**config.mk**
```make
export PLATFORM = sky130hd
export DESIGN_NAME = hazard_ctrl_flat
export DESIGN_NICKNAME = d
export VERILOG_FILES = /design/src/rtl/hazard_ctrl_pkg.sv /design/src/rtl/hazard_ctrl_if.sv /design/src/rtl/hazard_ctrl_fwd_sel.sv /design/src/rtl/hazard_ctrl.sv /design/src/flat_wrapper.sv
export SDC_FILE = /design/constraint.sdc
export NUM_CORES = 1
export LEC_CHECK = 0
export CORE_MARGIN = 2
export CORE_UTILIZATION = 35
export CTS_CLUSTER_DIAMETER = 100
export CTS_CLUSTER_SIZE = 40
export DETAILED_ROUTE_END_ITERATION = 10
export GPL_ROUTABILITY_DRIVEN = 1
export HOLD_SLACK_MARGIN = 0.1
export PLACE_DENSITY = 0.69
export SYNTH_ARGS = -nofsm -noshare
export SYNTH_HDL_FRONTEND = slang
export SYNTH_SLANG_ARGS = --single-unit
export TNS_END_PERCENT = 50
```
**constraint.sdc**
```tcl
create_clock -name clk -period 4.2 [get_ports clk]
set_input_delay 0.63 -clock clk [delete_from_list [all_inputs] [get_ports clk]]
set_output_delay 0.63 -clock clk [all_outputs]
set_load 0.1 [all_outputs]
```
**src/rtl/hazard_ctrl_pkg.sv**
```systemverilog
// Shared definitions for the pipeline hazard controller: forward-select
// encodings, the zero register and a register-match helper.
package hazard_ctrl_pkg;

   typedef logic [1:0] fwd_t;
   typedef logic [1:0] need_t;

   // Decode-stage branch operand selects
   localparam fwd_t FWD_RF  = 2'b00;
   localparam fwd_t FWD_M   = 2'b01;
   localparam fwd_t FWD_E   = 2'b10;

   // Execute-stage operand selects
   localparam fwd_t FWD_W   = 2'b01;
   localparam fwd_t FWD_MEM = 2'b10;

   localparam logic [4:0] REG_ZERO = 5'd0;

   // $0 is hard-wired to zero, so it never produces a forward or a stall
   function automatic logic reg_match(input logic [4:0] src, input logic [4:0] dst);
      return (src != REG_ZERO) && (src == dst);
   endfunction

endpackage

```
**src/rtl/hazard_ctrl_if.sv**
```systemverilog
// Pipeline-to-hazard-unit signal bundle. The pipeline (master) drives the
// stage register numbers and control bits; the hazard unit (slave) returns
// forward selects and stall/flush controls. All signals are level-valued
// within a cycle: there is no valid/ready pairing, every output is a pure
// response to the current cycle's inputs plus the internal stall counter,
// which is also exported as cnt for observation.
interface hazard_ctrl_if;
   logic [4:0] RsD;
   logic [4:0] RtD;
   logic [4:0] RsE;
   logic [4:0] RtE;
   logic [4:0] WriteRegE;
   logic [4:0] WriteRegM;
   logic [4:0] WriteRegW;
   logic       RegWriteE;
   logic       RegWriteM;
   logic       RegWriteW;
   logic       MemtoRegE;
   logic       MemtoRegM;
   logic       BranchD;
   logic       JumpD;
   logic       PCSrcD;

   logic [1:0] ForwardAD;
   logic [1:0] ForwardBD;
   logic [1:0] ForwardAE;
   logic [1:0] ForwardBE;
   logic       StallF;
   logic       StallD;
   logic       FlushD;
   logic       FlushE;
   logic [1:0] cnt;

   modport master (
      output RsD, RtD, RsE, RtE, WriteRegE, WriteRegM, WriteRegW,
             RegWriteE, RegWriteM, RegWriteW, MemtoRegE, MemtoRegM,
             BranchD, JumpD, PCSrcD,
      input  ForwardAD, ForwardBD, ForwardAE, ForwardBE,
             StallF, StallD, FlushD, FlushE, cnt
   );

   modport slave (
      input  RsD, RtD, RsE, RtE, WriteRegE, WriteRegM, WriteRegW,
             RegWriteE, RegWriteM, RegWriteW, MemtoRegE, MemtoRegM,
             BranchD, JumpD, PCSrcD,
      output ForwardAD, ForwardBD, ForwardAE, ForwardBE,
             StallF, StallD, FlushD, FlushE, cnt
   );
endinterface

```
**src/rtl/hazard_ctrl_fwd_sel.sv**
```systemverilog
// Two-level priority forward select for one source operand. The "near"
// stage is the younger producer and wins over the "far" stage.
module hazard_ctrl_fwd_sel
   import hazard_ctrl_pkg::*;
#(
   parameter fwd_t SEL_NEAR = FWD_E,
   parameter fwd_t SEL_FAR  = FWD_M
) (
   input  logic [4:0] src,
   input  logic       near_en,
   input  logic [4:0] near_reg,
   input  logic       far_en,
   input  logic [4:0] far_reg,
   output fwd_t       sel
);

   // Pick the youngest producer writing this source register
   always_comb begin
      sel = FWD_RF;
      if (near_en && reg_match(src, near_reg)) begin
         sel = SEL_NEAR;
      end else if (far_en && reg_match(src, far_reg)) begin
         sel = SEL_FAR;
      end
   end

endmodule

```
**src/rtl/hazard_ctrl.sv**
```systemverilog
// Hazard controller for the 5-stage MIPS pipeline: decode and execute
// forward selects, load-use / load-to-branch stall sequencing, and
// branch/jump flush, plus a saturating count of stalled cycles.
module hazard_ctrl
   import hazard_ctrl_pkg::*;
#(
   parameter int STALL_CNT_W = 16
) (
   input  logic                   clk,
   input  logic                   reset,
   hazard_ctrl_if.slave           hif,
   output logic [STALL_CNT_W-1:0] stall_cycles
);

   localparam logic [STALL_CNT_W-1:0] SC_ONE = {{(STALL_CNT_W-1){1'b0}}, 1'b1};

   need_t      need;
   logic [1:0] stall_cnt;
   logic       stall;
   logic       dec_near_en;
   logic       dec_far_en;

   // A load's value is not an ALU result, so loads never feed decode forwarding
   assign dec_near_en = hif.RegWriteE && !hif.MemtoRegE;
   assign dec_far_en  = hif.RegWriteM && !hif.MemtoRegM;

   hazard_ctrl_fwd_sel #(.SEL_NEAR(FWD_E), .SEL_FAR(FWD_M)) u_fwd_ad (
      .src(hif.RsD), .near_en(dec_near_en), .near_reg(hif.WriteRegE),
      .far_en(dec_far_en), .far_reg(hif.WriteRegM), .sel(hif.ForwardAD)
   );

   hazard_ctrl_fwd_sel #(.SEL_NEAR(FWD_E), .SEL_FAR(FWD_M)) u_fwd_bd (
      .src(hif.RtD), .near_en(dec_near_en), .near_reg(hif.WriteRegE),
      .far_en(dec_far_en), .far_reg(hif.WriteRegM), .sel(hif.ForwardBD)
   );

   hazard_ctrl_fwd_sel #(.SEL_NEAR(FWD_MEM), .SEL_FAR(FWD_W)) u_fwd_ae (
      .src(hif.RsE), .near_en(hif.RegWriteM), .near_reg(hif.WriteRegM),
      .far_en(hif.RegWriteW), .far_reg(hif.WriteRegW), .sel(hif.ForwardAE)
   );

   hazard_ctrl_fwd_sel #(.SEL_NEAR(FWD_MEM), .SEL_FAR(FWD_W)) u_fwd_be (
      .src(hif.RtE), .near_en(hif.RegWriteM), .near_reg(hif.WriteRegM),
      .far_en(hif.RegWriteW), .far_reg(hif.WriteRegW), .sel(hif.ForwardBE)
   );

   // Number of stall cycles the current decode instruction requires
   always_comb begin
      need = 2'd0;
      if (hif.BranchD && hif.MemtoRegE &&
          (reg_match(hif.RsD, hif.WriteRegE) || reg_match(hif.RtD, hif.WriteRegE))) begin
         need = 2'd2;
      end else if (hif.MemtoRegE &&
                   (reg_match(hif.RsD, hif.RtE) || reg_match(hif.RtD, hif.RtE))) begin
         need = 2'd1;
      end else if (hif.BranchD && hif.MemtoRegM &&
                   (reg_match(hif.RsD, hif.WriteRegM) || reg_match(hif.RtD, hif.WriteRegM))) begin
         need = 2'd1;
      end
   end

   // The detection cycle stalls combinationally; the counter covers the rest.
   // Reset masks the stall so it drops at once even if a hazard is still visible.
   assign stall = !reset && ((stall_cnt != 2'd0) || (need != 2'd0));

   assign hif.StallF = stall;
   assign hif.StallD = stall;
   assign hif.FlushE = stall;
   // A taken branch held by a stall is flushed only once it is released
   assign hif.FlushD = !reset && (hif.PCSrcD || hif.JumpD) && !stall;
   assign hif.cnt    = stall_cnt;

   // Remaining counted stall cycles; new hazards are ignored while counting
   always_ff @(posedge clk or posedge reset) begin
      if (reset) begin
         stall_cnt <= 2'd0;
      end else if (stall_cnt != 2'd0) begin
         stall_cnt <= stall_cnt - 2'd1;
      end else if (need != 2'd0) begin
         stall_cnt <= need - 2'd1;
      end
   end

   // Saturating count of stalled cycles
   always_ff @(posedge clk or posedge reset) begin
      if (reset) begin
         stall_cycles <= '0;
      end else if (stall && (stall_cycles != '1)) begin
         stall_cycles <= stall_cycles + SC_ONE;
      end
   end

endmodule

```
**src/flat_wrapper.sv**
```systemverilog
// flat-port wrapper written by rule: the top's interface ports become plain ports
module hazard_ctrl_flat import hazard_ctrl_pkg::*;
#(
   parameter int STALL_CNT_W = 16
)
  (clk, reset, stall_cycles, hif_RsD, hif_RtD, hif_RsE, hif_RtE, hif_WriteRegE, hif_WriteRegM, hif_WriteRegW, hif_RegWriteE, hif_RegWriteM, hif_RegWriteW, hif_MemtoRegE, hif_MemtoRegM, hif_BranchD, hif_JumpD, hif_PCSrcD, hif_ForwardAD, hif_ForwardBD, hif_ForwardAE, hif_ForwardBE, hif_StallF, hif_StallD, hif_FlushD, hif_FlushE, hif_cnt);
  hazard_ctrl_if hif_i ();
  input  logic clk;
  input  logic reset;
  output logic [STALL_CNT_W-1:0] stall_cycles;
  input wire logic [$bits(hif_i.RsD)-1:0] hif_RsD;
  input wire logic [$bits(hif_i.RtD)-1:0] hif_RtD;
  input wire logic [$bits(hif_i.RsE)-1:0] hif_RsE;
  input wire logic [$bits(hif_i.RtE)-1:0] hif_RtE;
  input wire logic [$bits(hif_i.WriteRegE)-1:0] hif_WriteRegE;
  input wire logic [$bits(hif_i.WriteRegM)-1:0] hif_WriteRegM;
  input wire logic [$bits(hif_i.WriteRegW)-1:0] hif_WriteRegW;
  input wire logic [$bits(hif_i.RegWriteE)-1:0] hif_RegWriteE;
  input wire logic [$bits(hif_i.RegWriteM)-1:0] hif_RegWriteM;
  input wire logic [$bits(hif_i.RegWriteW)-1:0] hif_RegWriteW;
  input wire logic [$bits(hif_i.MemtoRegE)-1:0] hif_MemtoRegE;
  input wire logic [$bits(hif_i.MemtoRegM)-1:0] hif_MemtoRegM;
  input wire logic [$bits(hif_i.BranchD)-1:0] hif_BranchD;
  input wire logic [$bits(hif_i.JumpD)-1:0] hif_JumpD;
  input wire logic [$bits(hif_i.PCSrcD)-1:0] hif_PCSrcD;
  output wire logic [$bits(hif_i.ForwardAD)-1:0] hif_ForwardAD;
  output wire logic [$bits(hif_i.ForwardBD)-1:0] hif_ForwardBD;
  output wire logic [$bits(hif_i.ForwardAE)-1:0] hif_ForwardAE;
  output wire logic [$bits(hif_i.ForwardBE)-1:0] hif_ForwardBE;
  output wire logic [$bits(hif_i.StallF)-1:0] hif_StallF;
  output wire logic [$bits(hif_i.StallD)-1:0] hif_StallD;
  output wire logic [$bits(hif_i.FlushD)-1:0] hif_FlushD;
  output wire logic [$bits(hif_i.FlushE)-1:0] hif_FlushE;
  output wire logic [$bits(hif_i.cnt)-1:0] hif_cnt;
  assign hif_i.RsD = hif_RsD;
  assign hif_i.RtD = hif_RtD;
  assign hif_i.RsE = hif_RsE;
  assign hif_i.RtE = hif_RtE;
  assign hif_i.WriteRegE = hif_WriteRegE;
  assign hif_i.WriteRegM = hif_WriteRegM;
  assign hif_i.WriteRegW = hif_WriteRegW;
  assign hif_i.RegWriteE = hif_RegWriteE;
  assign hif_i.RegWriteM = hif_RegWriteM;
  assign hif_i.RegWriteW = hif_RegWriteW;
  assign hif_i.MemtoRegE = hif_MemtoRegE;
  assign hif_i.MemtoRegM = hif_MemtoRegM;
  assign hif_i.BranchD = hif_BranchD;
  assign hif_i.JumpD = hif_JumpD;
  assign hif_i.PCSrcD = hif_PCSrcD;
  assign hif_ForwardAD = hif_i.ForwardAD;
  assign hif_ForwardBD = hif_i.ForwardBD;
  assign hif_ForwardAE = hif_i.ForwardAE;
  assign hif_ForwardBE = hif_i.ForwardBE;
  assign hif_StallF = hif_i.StallF;
  assign hif_StallD = hif_i.StallD;
  assign hif_FlushD = hif_i.FlushD;
  assign hif_FlushE = hif_i.FlushE;
  assign hif_cnt = hif_i.cnt;
  hazard_ctrl #(.STALL_CNT_W(STALL_CNT_W)) u_core (.clk(clk), .reset(reset), .hif(hif_i), .stall_cycles(stall_cycles));
endmodule
```
# Word level (Yosys, flattened, before mapping)
# Cells that the tools add are included.
# word_totals
elab_cells,74
out_inout_bits,30
reg_bits,18
inputBits,45
# classes
n_addsub,3
eq_ne,11
reduce_logical,45
muxes,13
# ops
operator,n
5-bit == test,10
1-bit logical AND,29
5-bit nonzero test,4
16-bit by 1-bit adder with 16-bit output (second input constant),1
2-bit two-way mux,8
16-bit inequality test (second input constant),1
2-bit nonzero test,3
1-bit logical OR,5
1-bit two-way mux,5
1-bit zero test,4
2-bit by 1-bit subtractor with 2-bit output (second input constant),2

# Longest topological paths before layout
# Gate-level depths: netlist of the first run.
# logic_depth
ltp_word,12
mapped_depth,10
depth_no_buf,7

# Cells and area by module
# A second synthesis of the first run with hierarchy kept.
# hier_totals
hier_cells,212
hier_area_um2,1930.6
# by_module_without_submodules
module,area_each_um2,cells_each,seq_area_each_um2,instances
hazard_ctrl,1375.1,140,450.4,1
hazard_ctrl_fwd_sel,138.9,18,0.0,4

# Worst setup path before layout of the first run
# Ideal clock, no wire load.
# synth_timing
kind,in2out
startpoint,input port hif_RtE[2]
endpoint,output port hif_ForwardBE[0]
t_arrival_ps,6035
stages,5
required_time_ps,3570
path_buffers,1
setup_slack_ps,-2465
path_cell_list,clkbuf_1 > or4_1 > nor2_1 > nor4_1 > nor4_1
# synth_between
elab_chain_len,5
elab_cells_between_ends,9
classes_between,2 x eq/ne; 2 x mux; 5 x reduce/logical
# synth_rtl
item,line,text
from (decl),flat_wrapper.sv:14,input wire logic [$bits(hif_i.RtE)-1:0] hif_RtE;
5-bit == test / 5-bit nonzero test (equally long branches),hazard_ctrl_pkg.sv:21,return (src != REG_ZERO) && (src == dst);
1-bit logical AND,hazard_ctrl_pkg.sv:21,
1-bit logical AND,hazard_ctrl_fwd_sel.sv:22,"end else if (far_en && reg_match(src, far_reg)) begin"
1-bit two-way mux,hazard_ctrl_fwd_sel.sv:22,
2-bit two-way mux *,hazard_ctrl_fwd_sel.sv:20,"if (near_en && reg_match(src, near_reg)) begin"
to (decl),flat_wrapper.sv:29,output wire logic [$bits(hif_i.ForwardBE)-1:0] hif_ForwardBE;
# Every way passes the cells marked *; elsewhere a longest branch is shown, timed or not.

# Worst setup path in the final report of the first run
# layout_timing
startpoint,input port hif_RtD[0]
endpoint,output port hif_StallF
# layout_between
elab_chain_len,10
elab_cells_between_ends,19
classes_between,3 x eq/ne; 3 x mux; 13 x reduce/logical
# layout_rtl
item,line,text
from (decl),flat_wrapper.sv:12,input wire logic [$bits(hif_i.RtD)-1:0] hif_RtD;
5-bit == test / 5-bit nonzero test (equally long branches),hazard_ctrl_pkg.sv:21,
1-bit logical AND,hazard_ctrl_pkg.sv:21,
1-bit logical OR,hazard_ctrl.sv:57,"(reg_match(hif.RsD, hif.WriteRegM) || reg_match(hif.RtD, hif.WriteRegM))) begin"
1-bit logical AND,hazard_ctrl.sv:56,end else if (hif.BranchD && hif.MemtoRegM &&
1-bit two-way mux,hazard_ctrl.sv:56,
2-bit two-way mux,hazard_ctrl.sv:53,end else if (hif.MemtoRegE &&
2-bit two-way mux *,hazard_ctrl.sv:50,if (hif.BranchD && hif.MemtoRegE &&
2-bit nonzero test *,hazard_ctrl.sv:64,assign stall = !reset && ((stall_cnt != 2'd0) || (need != 2'd0));
1-bit logical OR *,hazard_ctrl.sv:64,
1-bit logical AND *,hazard_ctrl.sv:64,
to (decl),flat_wrapper.sv:30,output wire logic [$bits(hif_i.StallF)-1:0] hif_StallF;
# Marks and branches as above.

==> results of run 1 <==
stage by stage:
step	setup WS [ns]	instances	hold slack, ns	util
finish	0.5491	305	0.4955	0.5703
global route	0.3552	305	0.5201	0.5703
CTS	0.5155	305	0.4984	0.5703
detailed placement	0.5156	301	0.4875	0.5578
global placement	0.5299	301	0.4878	0.5578
floorplan	-1.069	184	0.6024	-
placed cells by master, fill, tap and decap left out, drive strengths merged:
cell type	n
clkdlybuf4s50	62
nand2b	1
nor4	16
mux2	3
o211a	1
nor3	5
and2	1
xnor2	36
ha	1
a21oi	1
or4	7
nor4b	1
nand4	11
or3	1
and4	1
xor2	27
clkbuf	4
inv	2
and3	1
nand2	11
o211ai	1
nor4bb	3
nor2	14
buf	14
dfrtp	18
nand3	10
power by group through the flow:
stage | Clock, mW | Sequential, mW | Combinational (mW)
floorplan | 0 | 0.312 | 0.120
global placement | 0 | 0.213 | 0.331
detailed placement | 0 | 0.214 | 0.334
CTS | 0.147 | 0.211 | 0.334
global route | 0.154 | 0.215 | 0.353
finish | 0.141 | 0.210 | 0.331
per-layer routing:
metal,routed length (um),up-vias,track usage,share of wire
met3,293,5,0.02639,0.069
li1,-,786,-,-
met2,2118,64,0.3292,0.50
met4,54,0,0.05660,0.013
met1,1751,733,0.2088,0.42
met5,0,-,0,0
path summary, 6_finish.rpt:
path / startpoint / endpoint / slack, ns / depth (start not counted)
min in group asynchronous: reset / u_core.hif.cnt[1] / 0.96 / 2
hold reg to reg: u_core.stall_cycles[4] / u_core.stall_cycles[4] / 0.50 / 1
setup / recovery: hif_RtD[0] / hif_StallF / 0.55 / 8
setup reg to reg: u_core.stall_cycles[7] / u_core.stall_cycles[1] / 1.81 / 6
max in group asynchronous: reset / u_core.stall_cycles[12] / 2.73 / 3
hold / removal: u_core.stall_cycles[4] / u_core.stall_cycles[4] / 0.50 / 1
sequential cells by signal (all words and copies together), names as in the netlist:
register,flops
u_core.hif.cnt,2
u_core.stall_cycles,16
cell type report:
class                           count  share of cell area
Multi-Input combinational cell    153              0.4573
Clock buffer                        4             0.02187
Inverter                            2            0.002982
Sequential cell                    18              0.1789
Tap cell                           52             0.02584
Timing Repair Buffer               76              0.3131
cells by family (layout without fill, tap and decap cells):
logic type      Yosys count  count (layout)  share of synthesized area
compound gates            3               3                    0.01624
xor+xnor                 63              63                     0.3411
fa+ha+maj                 1               1                   0.007733
buf+inv                  13              82                    0.04177
flops                    18              18                     0.2784
mux                       3               3                    0.02320
simple gates             83              83                     0.2916
worst register-to-register path, cell delays in order, from the launching register on:
cell	delay, ns
dfrtp_1	0.44
and3_1	0.27
and4_1	0.28
nand4_1	0.21
nor2_1	0.54
or3_4	0.25
mux2_4	0.29
==> impl_metrics.ini, run 1 <==
[outcome]
status = completed

[critical_path]
worstPathRequired_ns = 3.57
worstSetupPathType = in -> out
path_cells = clkdlybuf4s50_1 > or4_1 > nor2_1 > nor4_1 > nor3_1 > nor4bb_2 > nor2_1 > buf_12
cp_max_fo = 4
startpoint_type = input pin
crit_slowest_cell = or4_1
cp_top_family = simple AND/OR/NAND/NOR gates
slowest_delay_ns = 0.55
crit_path_frequent_cell = nor2_1
cp-end-kind = output port
path_buf_inv = 2
worstPathArrival_ns = 3.02

[clocking]
ctsHtreeMaxLevel = 1
cts_tree = built
cts_resized = 0
cts_setup_buffers = 0
cts_buffers = 3
hold_buffers = 0
cts.sinks = 18
clkTransAtPathRegs_ns = 0.07
clockRootBuffer = clkbuf_8
insertion_delay_ns = 0.25
cts.path.max_buffers = 2

[sta]
maxSlewViolCount = 0
tns_ns = 0
post-route-period-util = 0.8693
clock.fmax_mhz = 273.9
final_hold_viol_count = 0
fin_crit_ns = 3.651
finClkSkew_ns = 0.001568
worst_pin_slew_ns = 0.9715
rsz0062_at_grt = false
setup-violations-final = 0
slew_headroom = 0.3503

[yosys]
yosys.area.top_type = dfrtp_1
ys_top_cells_by_area = dfrtp_1, xnor2_1, xor2_1, nor4_1, nand4_1
synth-seq-area-share = 0.2784
synth.cells.most_frequent = xnor2_1, xor2_1, dfrtp_1
yosysWarnings = 0
yosysMostFrequentCell = xnor2_1
synthArstFlopShare = 1.000
synth_enable_flop_cells = 0
synth_top_area_share = 0.2784
synthesis.nets = 230
synthCells = 184
syn_area_per_cell_um2 = 8.792
synth_ff_type = dfrtp_1
synth_cell_types = 28
ys_ff_latch = 18
netlist_area_um2 = 1618

[routing]
vias = 1588
routedWlPerCell_um = 13.83
drt_first_pass_iters = 4
dr.first_iter.drc_count = 99
antenna_left = 0
viasPerCell = 5.207
wl_um = 4218
drc = 0

[layout]
fillers = 419
multi_input_area_um2 = 1151
nNetsFinal = 300
antennaDiodeCount = 0
synthToLayoutAreaGrowth_pct = 55.61
ff_latch_area_um2 = 450.4
drive_above_1_share = 0.1265
finalInstanceArea_um2 = 2517

[place]
place_area_um2 = 2462
portBuffers = 74
dpl.hpwl_um = 3610
gp_congestion = 0.8928

[global_route]
antenna_found_initial = 0
grt_usage = 0.1774
grt_max_degree = 16
grt_overflow = 0
grt_pass1_vias = 1683
grt_pass1_wl_um = 7458

[power_and_ir_drop]
p_sw_mw = 0.2894
clkPwrFrac = 0.207
internal_power_mw = 0.3937
swShare = 0.4236
p_total_mw = 0.6831
p_per_area_nw_per_um2 = 271.3
p_seq_frac = 0.308
p_leak_nw = 0.9821
ir_drop_uv = 255.9
p_comb_frac = 0.485

[hold_path]
hold_path_class = reg -> reg

[floorplan]
ios = 75
initial_core_util = 0.3665
dieWidth_um = 71.99
die-area_um2 = 5182
die_height_um = 71.99
coreArea_um2 = 4414
std_cell_rows = 24

[flow_run]
cap_violations = 0
Power figures use the tool's default switching activity.
==> run 2: changes to the inputs <==
--- a/config.mk
+++ b/config.mk
@@ -11,7 +11,6 @@
 export CTS_CLUSTER_SIZE = 40
 export DETAILED_ROUTE_END_ITERATION = 10
 export GPL_ROUTABILITY_DRIVEN = 1
-export HOLD_SLACK_MARGIN = 0.1
 export PLACE_DENSITY = 0.69
 export SYNTH_ARGS = -nofsm -noshare
 export SYNTH_HDL_FRONTEND = slang
==> results of run 2 <==
No change in the layout: final DEF, timing and power equal those of run 1.
